## src/rtl/reset_sequencer.sv

```systemverilog
// reset_sequencer
//   Synchronizes reset release into clk_i, stretches it, then releases the
//   per-channel active-low resets one at a time in ascending index order.
//   While the sequence is DONE, software can re-assert any channel. That
//   channel and every channel above it are pulled back into reset, and the
//   sequence is replayed starting from the lowest requested channel.
//
// Ports
//   clk_i          single clock, all logic lives here
//   rst_i          asynchronous active-high reset
//   sw_rst_req_i   [NUM_CH] per-channel software reset request (level)
//   rst_n_ch_o     [NUM_CH] per-channel active-low reset, registered
//   all_released_o high in DONE only (every channel out of reset), registered
//   state_o        [2] FSM state: 0 HOLD, 1 STRETCH, 2 RELEASE, 3 DONE
module reset_sequencer #(
    parameter int NUM_CH      = 4,
    parameter int SYNC_STAGES = 2,
    parameter int STRETCH_CYC = 16,
    parameter int STAGGER_CYC = 8,
    parameter int CNT_W       = 8
) (
    input  logic              clk_i,
    input  logic              rst_i,
    input  logic [NUM_CH-1:0] sw_rst_req_i,
    output logic [NUM_CH-1:0] rst_n_ch_o,
    output logic              all_released_o,
    output logic [1:0]        state_o
);

    localparam int               IDX_W        = (NUM_CH > 1) ? $clog2(NUM_CH) : 1;
    localparam logic [CNT_W-1:0] STRETCH_LAST = CNT_W'(STRETCH_CYC - 1);
    localparam logic [CNT_W-1:0] STAGGER_LAST = CNT_W'(STAGGER_CYC - 1);
    localparam logic [IDX_W-1:0] LAST_IDX     = IDX_W'(NUM_CH - 1);

    typedef enum logic [1:0] {
        HOLD    = 2'd0,
        STRETCH = 2'd1,
        RELEASE = 2'd2,
        DONE    = 2'd3
    } state_t;

    state_t                 state;
    logic [SYNC_STAGES-1:0] sync;
    logic                   sync_done;
    logic [CNT_W-1:0]       cnt;
    logic [IDX_W-1:0]       idx;
    logic [NUM_CH-1:0]      pending;

    logic [NUM_CH-1:0]      req_all;
    logic [NUM_CH-1:0]      keep_mask;
    logic [NUM_CH-1:0]      rel_bit;
    logic [IDX_W-1:0]       low_idx;
    logic                   step_due;

    assign state_o = state;

    // Release synchronizer. It is cleared asynchronously and fills with ones.
    always_ff @(posedge clk_i or posedge rst_i) begin
        if (rst_i) sync <= '0;
        else       sync <= {sync[SYNC_STAGES-2:0], 1'b1};
    end

    assign sync_done = sync[SYNC_STAGES-1];

    always_comb begin
        // A request latched earlier and a request arriving now are treated
        // as one mask.
        req_all = pending | sw_rst_req_i;
        low_idx = '0;
        for (int i = NUM_CH - 1; i >= 0; i--)
            if (req_all[i]) low_idx = IDX_W'(i);
        keep_mask = '0;
        rel_bit   = '0;
        for (int i = 0; i < NUM_CH; i++) begin
            keep_mask[i] = (IDX_W'(i) < low_idx);
            rel_bit[i]   = (IDX_W'(i) == idx);
        end
        step_due = (state == STRETCH) ? (cnt == STRETCH_LAST) : (cnt == STAGGER_LAST);
    end

    always_ff @(posedge clk_i or posedge rst_i) begin
        if (rst_i) begin
            state          <= HOLD;
            cnt            <= '0;
            idx            <= '0;
            pending        <= '0;
            rst_n_ch_o     <= '0;
            all_released_o <= 1'b0;
        end else begin
            case (state)
                HOLD: begin
                    if (sync_done) begin
                        state <= STRETCH;
                        cnt   <= '0;
                        idx   <= '0;
                    end
                end
                // STRETCH releases channel idx. RELEASE then waits STAGGER_CYC
                // cycles between each later channel. Both states share the
                // same release step.
                STRETCH, RELEASE: begin
                    if (step_due) begin
                        rst_n_ch_o <= rst_n_ch_o | rel_bit;
                        cnt        <= '0;
                        if (idx == LAST_IDX) begin
                            state          <= DONE;
                            all_released_o <= 1'b1;
                        end else begin
                            state <= RELEASE;
                            idx   <= idx + 1'b1;
                        end
                    end else begin
                        cnt <= cnt + 1'b1;
                    end
                end
                DONE: begin
                    if (|req_all) begin
                        // Channels below the lowest requested one stay out
                        // of reset, so the ordering invariant holds.
                        rst_n_ch_o     <= rst_n_ch_o & keep_mask;
                        all_released_o <= 1'b0;
                        state          <= STRETCH;
                        idx            <= low_idx;
                        cnt            <= '0;
                    end
                end
                default: state <= HOLD;
            endcase

            // Requests seen outside DONE are kept until DONE can act on them.
            if (state == DONE) pending <= '0;
            else               pending <= pending | sw_rst_req_i;
        end
    end

endmodule
```

## config.mk

```make
export PLATFORM = sky130hd
export DESIGN_NAME = reset_sequencer
export DESIGN_NICKNAME = d
export VERILOG_FILES = /design/src/rtl/reset_sequencer.sv
export SDC_FILE = /design/constraint.sdc
export NUM_CORES = 1
export LEC_CHECK = 0
export BUFFER_PORTS_ARGS = -buffer_cell sky130_fd_sc_hd__buf_4
export CAP_MARGIN = 10
export CORE_MARGIN = 10
export CORE_UTILIZATION = 49
export DETAILED_ROUTE_END_ITERATION = 6
export HOLD_SLACK_MARGIN = 0.08
export PLACE_DENSITY = 0.68
export SETUP_SLACK_MARGIN = 0.1
export SYNTH_ARGS = -nofsm -noshare
export SYNTH_HDL_FRONTEND = slang
export SYNTH_SLANG_ARGS = --single-unit
export TNS_END_PERCENT = 20
```

## constraint.sdc

```tcl
create_clock -name clk_i -period 4.3 [get_ports clk_i]
set_clock_uncertainty 0.05 [all_clocks]
set_input_delay 0.86 -clock clk_i [delete_from_list [all_inputs] [get_ports clk_i]]
set_output_delay 0.86 -clock clk_i [all_outputs]
set_load 0.01 [all_outputs]
```

==> flow_metrics.py, run 1 <==
metrics = {
    "status": {
        "status": "finished, final reports clean",
    },
    "clock_tree": {
        "post_cts_buffers": 0,
        "root_buffer": "clkbuf_4",
        "cts-htree-levels": 1,
        "post_cts_resized": 0,
        "hold_buffers": 0,
        "cts_tree": "built",
        "cts_sinks": 23,
        "clockBufferDepth": 2,
        "clock_latency_ns": 0.31,
        "cts_made_buffers": 3,
        "clk_pin_slew_ns": 0.13,
    },
    "floorplan": {
        "die-width_um": 70.9,
        "die_h_um": 70.9,
        "initial_core_util_pct": 51.2,
        "dieArea_um2": 5020,
        "num_rows": 18,
        "io-pin-count": 13,
        "core_um2": 2480,
    },
    "synth": {
        "ys.flop_type": "dfrtp_1",
        "postSynthCellCount": 130,
        "synth_cell_type_count": 37,
        "ys_top_cells_by_count": "dfrtp_1 (23), nor2_1 (16), nand2_1 (10), o21ai_0 (10)",
        "synth_area_leader_cell": "dfrtp_1",
        "synthesis.nets": 145,
        "synth_edf_count": 0,
        "yosysSeqAreaShare_pct": 45.4,
        "syn_avg_cell_area_um2": 9.76,
        "async_flop_share_pct": 100,
        "ys_warn_count": 0,
        "yosysMostFrequentCell": "dfrtp_1",
        "ys_seq_elements": 23,
        "synth_top_area_share_pct": 45.4,
        "syn-cell-area_um2": 1270,
        "synth_area_leaders": "dfrtp_1 (45%), ha_1 (8.9%), nor2_1 (4.7%)",
    },
    "worst_setup_path": {
        "cpPeakStageDelay_ns": 0.71,
        "crit_type": "primary input to register",
        "crit_chain": "buf_4, or4_1, o32ai_2, nor2_1, a22o_1",
        "crit_buf_inv": 1,
        "crit_family": "compound AO/OA/AOI/OAI gates",
        "worst_path_max_delay_cell": "o32ai_2",
        "cp-end-kind": "register",
        "required_ns": 4.46,
        "crit_fanout": 12,
        "cp.arrival_ns": 2.70,
        "critPathLaunchType": "primary input",
    },
    "timing": {
        "fin_crit_ns": 2.54,
        "finalSetupViolations": 0,
        "hold_viol_final": 0,
        "worst_pin_slew_ns": 0.854,
        "timing.slew.headroom_pct": 43.0,
        "rsz0062_at_grt": "no",
        "drv_slew": 0,
        "timing.fmax_ghz": 0.394,
        "fin_crit_sh_pct": 59.1,
        "fin_tns_setup_ns": 0,
    },
    "global_route": {
        "overflow": 0,
        "grt_max_degree": 24,
        "grt_pass1_vias": 951,
        "antenna_found_initial": 0,
        "grt_pass1_wl_mm": 4.47,
        "grt_usage_pct": 10.7,
    },
    "min_path": {
        "hold_class": "register to register",
    },
    "layout": {
        "antennaDiodeCount": 0,
        "layout.nets": 158,
        "drive_above_1_share_pct": 15.5,
        "area_growth_pct": 10.2,
        "fillers": 236,
    },
    "detailed_routing": {
        "drt-wirelength-per-cell_um": 15.0,
        "ant_nets": 0,
        "viasPerCell": 5.83,
        "vias": 1003,
        "dr.pass1.iters": 4,
        "drtIter0Drc": 49,
        "drc_errors": 0,
        "routed_wl_mm": 2.58,
    },
    "pwr": {
        "vdd_ir_drop_max_uv": 191,
        "power.density_nw_per_um2": 234,
        "power.total_w": 0.000326,
        "leakagePower_nw": 0.568,
    },
    "place": {
        "portBuffers": 12,
        "hpwl_mm": 1.93,
        "gp_congestion": 0.797,
    },
    "run": {
        "cap_viol_max_count": 0,
    },
}
cells in the final DEF (no fill, tap or decap), types with 3 or more instances in the layout:
cell type / count
or4_1: 3
nand2_1: 10
buf_4: 12
nand3_1: 5
dfrtp_1: 23
clkbuf_4: 3
nor2_1: 16
o21ai_0: 10
a21oi_1: 5
o31ai_1: 3
a21o_1: 3
ha_1: 9
inv_1: 9
a22o_1: 3
where the power goes:
part	switching, W	internal, W	total [W]
Clock	0.0000646	0.0000348	0.0000994
Combinational	0.00000559	0.00000353	0.00000912
Sequential	0.000000510	0.000217	0.000218
layer usage:
metal	GRT usage [%]	up-vias	routed length [um]
met5	0	-	0
met4	4.52	0	44
met3	2.09	5	125
met2	15.7	25	1090
met1	14.8	479	1320
li1	-	494	-
path summary, 6_finish.rpt:
| check | start | end | slack (ns) | cells after the start |
|---|---|---|---|---|
| min in group asynchronous | rst_i | pending[2]$_DFF_PP0_ | 0.66 | 2 |
| worst min register to register | sync[0]$_DFF_PP0_ | sync[1]$_DFF_PP0_ | 0.31 | 0 |
| max in group asynchronous | rst_i | cnt[5]$_DFFE_PP0P_ | 3.01 | 2 |
| worst max-delay path | sw_rst_req_i[1] | cnt[6]$_DFFE_PP0P_ | 1.76 | 5 |
| worst max register to register | state_o[0]$_DFFE_PP0P_ | cnt[6]$_DFFE_PP0P_ | 1.90 | 5 |
| worst min-delay path | sync[0]$_DFF_PP0_ | sync[1]$_DFF_PP0_ | 0.31 | 0 |
kinds of logic (layout without fill, tap and decap cells):
kind of cell / after synthesis / count (layout) / share of synthesized area [%]
buffers and inverters: 13 / 25 / 4.73
adders and majority gates: 9 / 9 / 8.88
other: 1 / 1 / 0.296
AOI/OAI and AO/OA: 37 / 37 / 20.9
muxes: 1 / 1 / 1.18
DFF: 23 / 23 / 45.4
xor gates and xnor gates: 1 / 1 / 0.690
and+or+nand+nor: 45 / 45 / 17.9
sequential cells by signal, summed over array words and instances, names as in the netlist:
register,cells
state_o,2
sync,2
rst_n_ch_o,4
idx,2
cnt,8
pending,4
all_released_o,1
final cells by class:
class / instances / area (um2) / share of cell area, %
flip-flops and latches: 23 / 576 / 41.2
clock buffers: 3 / 22.5 / 1.61
multi-input cells: 94 / 633 / 45.3
clock inverters: 1 / 5.00 / 0.358
inverters: 9 / 33.8 / 2.42
repair buffers: 12 / 90.1 / 6.45
well taps: 30 / 37.5 / 2.69
metrics by stage:
stage,cells,hold slack (ns),worst slack [ns],cell area (um2),util (%)
after floorplan,130,0.281,1.90,1270,-
after global placement,168,0.283,1.54,1370,55.3
after detailed placement,168,0.287,1.43,1370,55.3
after CTS,172,0.318,1.77,1400,56.4
after global routing,172,0.322,1.62,1400,56.4
final,172,0.314,1.76,1400,56.4
worst register-to-register path, delay by kind of cell, from the launching register on:
kind / cells / cell delay (ns)
AO/OA/AOI/OAI: 2 / 0.98
adder cells (fa/ha/maj): 1 / 0.44
flip-flops: 1 / 0.44
buffers and inverters: 1 / 0.23
AND/OR/NAND/NOR: 1 / 0.17
No activity file was read; power rests on OpenSTA's default activity.
==> inputs of run 2 (changes only) <==
Settings changed: ABC_AREA set to 1, PLACE_DENSITY 0.68 to 0.7.
Clock period 4.3 ns to 2.1 ns, I/O delays scaled along.
==> run 2 against run 1 <==
Power grew 100%. Count of clock-buffer cells in the layout grew 1. Sequential power grew 100%. Via count grew 16%. Clock power grew 100%. Die area grew 9.4%. Worst hold slack lost 0.22 ns. Critical path depth grew 3.
==> flow_metrics.py, run 2 <==
metrics = {
    "floorplan": {
        "dieArea_um2": 5500,
        "io-pin-count": 13,
        "die_h_um": 74.1,
        "core_um2": 2780,
        "num_rows": 19,
        "initial_core_util_pct": 51.6,
        "die-width_um": 74.1,
    },
    "worst_setup_path": {
        "crit_fanout": 14,
        "regToRegSetupSlack_ns": 0.34,
        "crit_end": "rst_n_ch_o[1]$_DFFE_PP0P_",
        "rr_endpoint": "rst_n_ch_o[1]$_DFFE_PP0P_",
        "startpoint": "state_o[0]$_DFFE_PP0P_",
        "crit_type": "register to register",
        "required_ns": 2.26,
        "cp.arrival_ns": 1.92,
        "cp-end-kind": "register",
        "rr_worst_depth": 8,
        "r2r-start": "state_o[0]$_DFFE_PP0P_",
        "critPathLaunchType": "register",
    },
    "layout": {
        "final_cell_mix": "nand2_1 (47), dfrtp_1 (23), inv_1 (22), nor2_1 (18), buf_4 (14)",
        "antennaDiodeCount": 0,
        "largest_register_ffs": 8,
        "fillers": 269,
        "drive_above_1_share_pct": 21.2,
        "final_common_cell": "nand2_1",
        "largestRegisters": "cnt: 8 flops, pending: 4 flops, rst_n_ch_o: 4 flops",
        "top_register": "cnt",
        "utilization_pct": 57.1,
        "regArea_um2": 576,
        "layout.nets": 214,
        "area_growth_pct": 10.5,
        "multi_input_comb_area_um2": 734,
    },
    "synth": {
        "async_flop_share_pct": 100,
        "synth_cell_type_count": 27,
        "synth_area_leaders": "dfrtp_1 (40%), nand2_1 (12%), ha_1 (7.8%)",
        "ys_seq_elements": 23,
        "ys_warn_count": 0,
        "synth_top_area_share_pct": 40.1,
        "ys_top_cells_by_count": "nand2_1 (47), dfrtp_1 (23), inv_1 (22), nor2_1 (18), nand3_1 (11)",
        "yosysMostFrequentCell": "nand2_1",
        "synth_area_leader_cell": "dfrtp_1",
        "synthesis.nets": 198,
        "yosysSeqAreaShare_pct": 40.1,
        "postSynthCellCount": 183,
        "syn_avg_cell_area_um2": 7.85,
        "syn-cell-area_um2": 1440,
        "synth_edf_count": 0,
        "ys.flop_type": "dfrtp_1",
    },
    "detailed_routing": {
        "ant_nets": 0,
        "viasPerCell": 5.09,
        "routed_wl_mm": 2.82,
        "drtIter0Drc": 62,
        "vias": 1166,
        "drc_errors": 0,
        "dr.pass1.iters": 5,
        "drt-wirelength-per-cell_um": 12.3,
    },
    "timing": {
        "drv_slew": 0,
        "timing.fmax_ghz": 0.568,
        "fin_crit_sh_pct": 83.9,
        "rsz0062_at_grt": "no",
        "hold_viol_final": 0,
        "finalSetupViolations": 0,
        "fin_tns_setup_ns": 0,
        "fin_crit_ns": 1.76,
    },
    "clock_tree": {
        "clock_latency_ns": 0.30,
        "root_buffer": "clkbuf_4",
        "cts_made_buffers": 3,
        "cts_tree": "built",
        "cts_sinks": 23,
        "clk_pin_slew_ns": 0.12,
        "post_cts_buffers": 0,
        "clockBufferDepth": 2,
        "cts-htree-levels": 1,
    },
    "status": {
        "status": "finished, final reports clean",
    },
    "global_route": {
        "overflow": 0,
        "grt_usage_pct": 11.1,
        "grt_pass1_wl_mm": 5.01,
        "grt_max_degree": 24,
        "grt_pass1_vias": 1155,
        "antenna_found_initial": 0,
    },
    "place": {
        "gp_congestion": 0.850,
        "hpwl_mm": 2.22,
        "portBuffers": 12,
    },
    "run": {
        "cap_viol_max_count": 0,
    },
    "pwr": {
        "leakagePower_nw": 0.788,
        "vdd_ir_drop_max_uv": 344,
        "power.density_nw_per_um2": 419,
    },
    "min_path": {
        "hold_class": "primary input to asynchronous set/reset pin",
    },
}
[run 2: cell count changes in the layout (fill, tap and decap cells not counted), sizes merged, moves of 3 or more]
cell and delta:
a21o -3, a22o -3, nand3 +8, nand4 +6
or4 -3, o31ai -4, nand2 +42, nor2 +8
inv +17, o21ai +3
[run 2: layout make-up]
class	count	area share [%]
Multi-Input combinational cell	129	46.3
Sequential cell	23	36.2
Inverter	28	6.78
Timing Repair Buffer	14	6.62
Tap cell	31	2.44
Clock buffer	4	1.65
[run 2: cell families after synthesis]
kind of cell,Yosys count,share of synthesized area [%]
simple gates,99,34.1
buf+inv,31,8.97
flops,23,40.1
compound gates,19,8.10
fa+ha+maj,9,7.84
xor+xnor,1,0.610
other cells,1,0.261
[run 2: worst min path at each step]
stage,start,endpoint,slack (ns),cells after the start
3_5_place_dp,sync[0]$_DFF_PP0_,sync[1]$_DFF_PP0_,0.29,0
5_1_grt,rst_i,pending[0]$_DFF_PP0_,0.11,3
3_3_place_gp,sync[0]$_DFF_PP0_,sync[1]$_DFF_PP0_,0.29,0
6_report,rst_i,state_o[0]$_DFFE_PP0P_,0.1,3
2_1_floorplan,sync[0]$_DFF_PP0_,sync[1]$_DFF_PP0_,0.28,0
4_1_cts,rst_i,pending[1]$_DFF_PP0_,0.09,3
[run 2: critical path, stage by stage (launching register included)]
cell,delay (ns)
dfrtp_1,0.44
inv_1,0.09
ha_2,0.50
inv_2,0.07
o21bai_4,0.22
nand2_4,0.12
clkinv_2,0.06
nand2_1,0.06
nand2_1,0.05
[run 2: what timing repair did]
item / in CTS / in global routing
resized for setup: 0 / 1
hold buffers: 0 / 0
endpoints found under the hold margin: 0 / 0
setup endpoints to repair: 0 / 2
[run 2: stage by stage]
| step | setup slack (ns) | std cells | hold slack (ns) | instance area (um2) | total power, W |
|---|---|---|---|---|---|
| final | 0.339 | 229 | 0.0974 | 1590 | 0.000666 |
| after global routing | 0.194 | 229 | 0.107 | 1590 | 0.000696 |
| after CTS | 0.235 | 229 | 0.0942 | 1590 | 0.000681 |
| after detailed placement | 0.249 | 225 | 0.294 | 1560 | 0.000473 |
| after global placement | 0.373 | 225 | 0.292 | 1560 | 0.000473 |
| after floorplan | 0.532 | 183 | 0.281 | 1440 | 0.000461 |
[run 2: routing by layer]
layer / global-route usage, % / routed length (um)
met5: 0 / 0
met4: 3.11 / 30
met3: 2.79 / 139
met2: 18.6 / 1300
met1: 13.7 / 1350
[run 2: power breakdown]
group	internal [W]	total, W	switching, W
clock	0.0000741	0.000202	0.000128
sequential	0.000445	0.000445	0.000000633
combinational	0.00000747	0.0000187	0.0000112
==> inputs of run 3 (changes only) <==
Settings changed: ABC_AREA 1 to 0, PLACE_DENSITY 0.7 to 0.68.
Clock period 2.1 ns to 1.8 ns, I/O delays scaled along.
==> run 3 against run 2 <==
The run now ends with setup timing left. Non-clock buffer count rose by 34. Sequential cell count did not move. First-iteration DRC count rose by 89%. Sequential power rose by 17%. Routed wire length rose by 25%. Sequential share of layout area fell by 4.3 points. Combinational power rose by 59%. Via count rose by 2.7%. Critical path type unchanged. Critical endpoint is now idx[1]$_DFFE_PP0P_. Largest cell class unchanged. Highest routed layer unchanged.
==> flow_metrics.py, run 3 (synthesis gave the netlist of run 1 again) <==
metrics = {
    "layout": {
        "drive_above_1_share_pct": 40.8,
        "area_growth_pct": 42.2,
        "final_common_cell": "buf_4",
        "finalInstanceArea_um2": 1800,
        "antennaDiodeCount": 0,
        "final_cell_mix": "buf_4 (45), dfrtp_1 (23), nor2_1 (16), inv_1 (9), nand2_1 (9)",
        "layout.nets": 195,
        "largest_register_ffs": 8,
        "largestRegisters": "cnt: 8 flops, pending: 4 flops, rst_n_ch_o: 4 flops",
        "top_register": "cnt",
    },
    "clock_tree": {
        "cts_sinks": 23,
        "clockBufferDepth": 2,
        "cts-htree-levels": 1,
        "clk_pin_slew_ns": 0.14,
        "clock_latency_ns": 0.31,
        "root_buffer": "clkbuf_4",
        "cts_made_buffers": 3,
        "cts_tree": "built",
    },
    "min_path": {
        "hold_path_startpoint": "sw_rst_req_i[3]",
        "whs_endpoint": "pending[3]$_DFF_PP0_",
        "hold_class": "primary input to register",
        "hold_path_depth": 3,
    },
    "pwr": {
        "vdd_ir_drop_max_uv": 409,
        "leakagePower_nw": 0.787,
        "power.density_nw_per_um2": 448,
    },
    "worst_setup_path": {
        "cpPeakStageDelay_ns": 0.51,
        "worst_path_max_delay_cell": "or4b_4",
        "crit_buf_inv": 0,
        "crit_family": "simple AND/OR/NAND/NOR gates",
        "required_ns": 1.97,
        "cp-end-kind": "register",
        "crit_type": "register to register",
        "cp.arrival_ns": 2.16,
        "critPathLaunchType": "register",
        "r2r-start": "cnt[0]$_DFFE_PP0P_",
        "rr_endpoint": "idx[1]$_DFFE_PP0P_",
        "crit_fanout": 5,
        "rr_worst_depth": 5,
        "crit_chain": "ha_2, or4b_4, o31ai_4, nand3_2, mux2_4",
        "regToRegSetupSlack_ns": -0.19,
    },
    "global_route": {
        "grt_max_degree": 24,
        "overflow": 0,
        "grt_usage_pct": 13.3,
        "grt_pass1_vias": 1233,
        "antenna_found_initial": 0,
        "grt_pass1_wl_mm": 5.68,
    },
    "place": {
        "portBuffers": 12,
        "place_area_um2": 1610,
        "gp_congestion": 0.813,
        "hpwl_mm": 2.47,
        "place_ws_ns": -0.252,
    },
    "floorplan": {
        "die-width_um": 70.9,
        "initial_core_util_pct": 51.2,
        "die_h_um": 70.9,
        "io-pin-count": 13,
        "num_rows": 18,
        "dieArea_um2": 5020,
        "core_um2": 2480,
    },
    "detailed_routing": {
        "viasPerCell": 5.73,
        "drc_errors": 0,
        "vias": 1198,
        "ant_nets": 0,
        "drt-wirelength-per-cell_um": 16.9,
        "routed_wl_mm": 3.52,
        "drtIter0Drc": 117,
        "dr.pass1.iters": 4,
    },
    "timing": {
        "hold_viol_final": 0,
        "drv_slew": 0,
        "fin_crit_ns": 1.99,
        "timing.fmax_ghz": 0.503,
        "setup_ws_ns": -0.188,
        "finalSetupViolations": 15,
        "rsz0062_at_grt": "yes",
        "fin_crit_sh_pct": 110,
    },
    "status": {
        "status": "complete, but fails checks",
        "failed_checks": "setup timing",
    },
    "run": {
        "cap_viol_max_count": 0,
    },
}
[run 3: changes by cell type in the layout (fill, tap and decap cells not counted), moves of 4 or more]
cell,change
buf_4,+31
nand4_1,-6
inv_2,-4
nand3_1,-6
inv_1,-13
nand2_1,-38
nand2_2,-4
[run 3: what timing repair did]
action | 4_1_cts | 5_1_grt
pin swaps | 3 | 4
hold buffers | 1 | 0
hold endpoints to repair | 23 | 0
gates resized for setup | 10 | 15
setup buffers | 3 | 2
setup endpoints to repair | 17 | 17
cloned | 1 | 0
[run 3: worst max-delay path by stage]
| stage | slack (ns) | end | from | cells past startpoint |
|---|---|---|---|---|
| final | -0.19 | idx[1]$_DFFE_PP0P_ | cnt[0]$_DFFE_PP0P_ | 5 |
| after global routing | -0.25 | idx[1]$_DFFE_PP0P_ | cnt[0]$_DFFE_PP0P_ | 5 |
| after CTS | -0.17 | idx[1]$_DFFE_PP0P_ | cnt[0]$_DFFE_PP0P_ | 5 |
| after detailed placement | -0.25 | cnt[6]$_DFFE_PP0P_ | cnt[0]$_DFFE_PP0P_ | 5 |
| after global placement | -0.24 | cnt[5]$_DFFE_PP0P_ | sw_rst_req_i[1] | 6 |
| after floorplan | -0.18 | cnt[7]$_DFFE_PP0P_ | cnt[0]$_DFFE_PP0P_ | 6 |
[run 3: per-stage QoR]
step	utilization (%)	setup TNS, ns	total power [W]	instances	hold WS, ns
after floorplan	-	-1.48	0.000540	130	0.281
after global placement	64.8	-2.69	0.000558	198	0.282
after detailed placement	64.8	-3.28	0.000559	198	0.292
after CTS	69.6	-1.75	0.000812	207	0.259
after global routing	72.8	-2.74	0.000828	209	0.281
final	72.8	-1.58	0.000808	209	0.266
[run 3: cell type report]
cell class | instances | area, um2
multi-input combinational | 95 | 757
fill | 185 | 673
sequential | 23 | 576
timing repair buffer | 48 | 370
tap | 30 | 37.5
inverter | 9 | 33.8
clock buffer | 3 | 22.5
clock inverter | 1 | 7.51
[run 3: tightest hold or removal path, cell delays in order]
cell and delay, ns:
buf_4 0.09, nor2_1 0.06, nor2_1 0.09
[run 3: routing by layer]
metal | wire [um] | part of all wire (%) | track usage, % | vias to the layer above
met1 | 1570 | 44 | 16.9 | 598
li1 | - | - | - | 573
met3 | 156 | 4.4 | 3.07 | 2
met2 | 1790 | 51 | 22.5 | 25
met4 | 13 | 0.37 | 2.37 | 0
met5 | 0 | 0 | 0 | -
[run 3: report_power, final]
part           internal [W]  switching (W)
combinational     0.0000143      0.0000155
clock             0.0000847       0.000171
sequential         0.000520     0.00000210
total              0.000619       0.000189
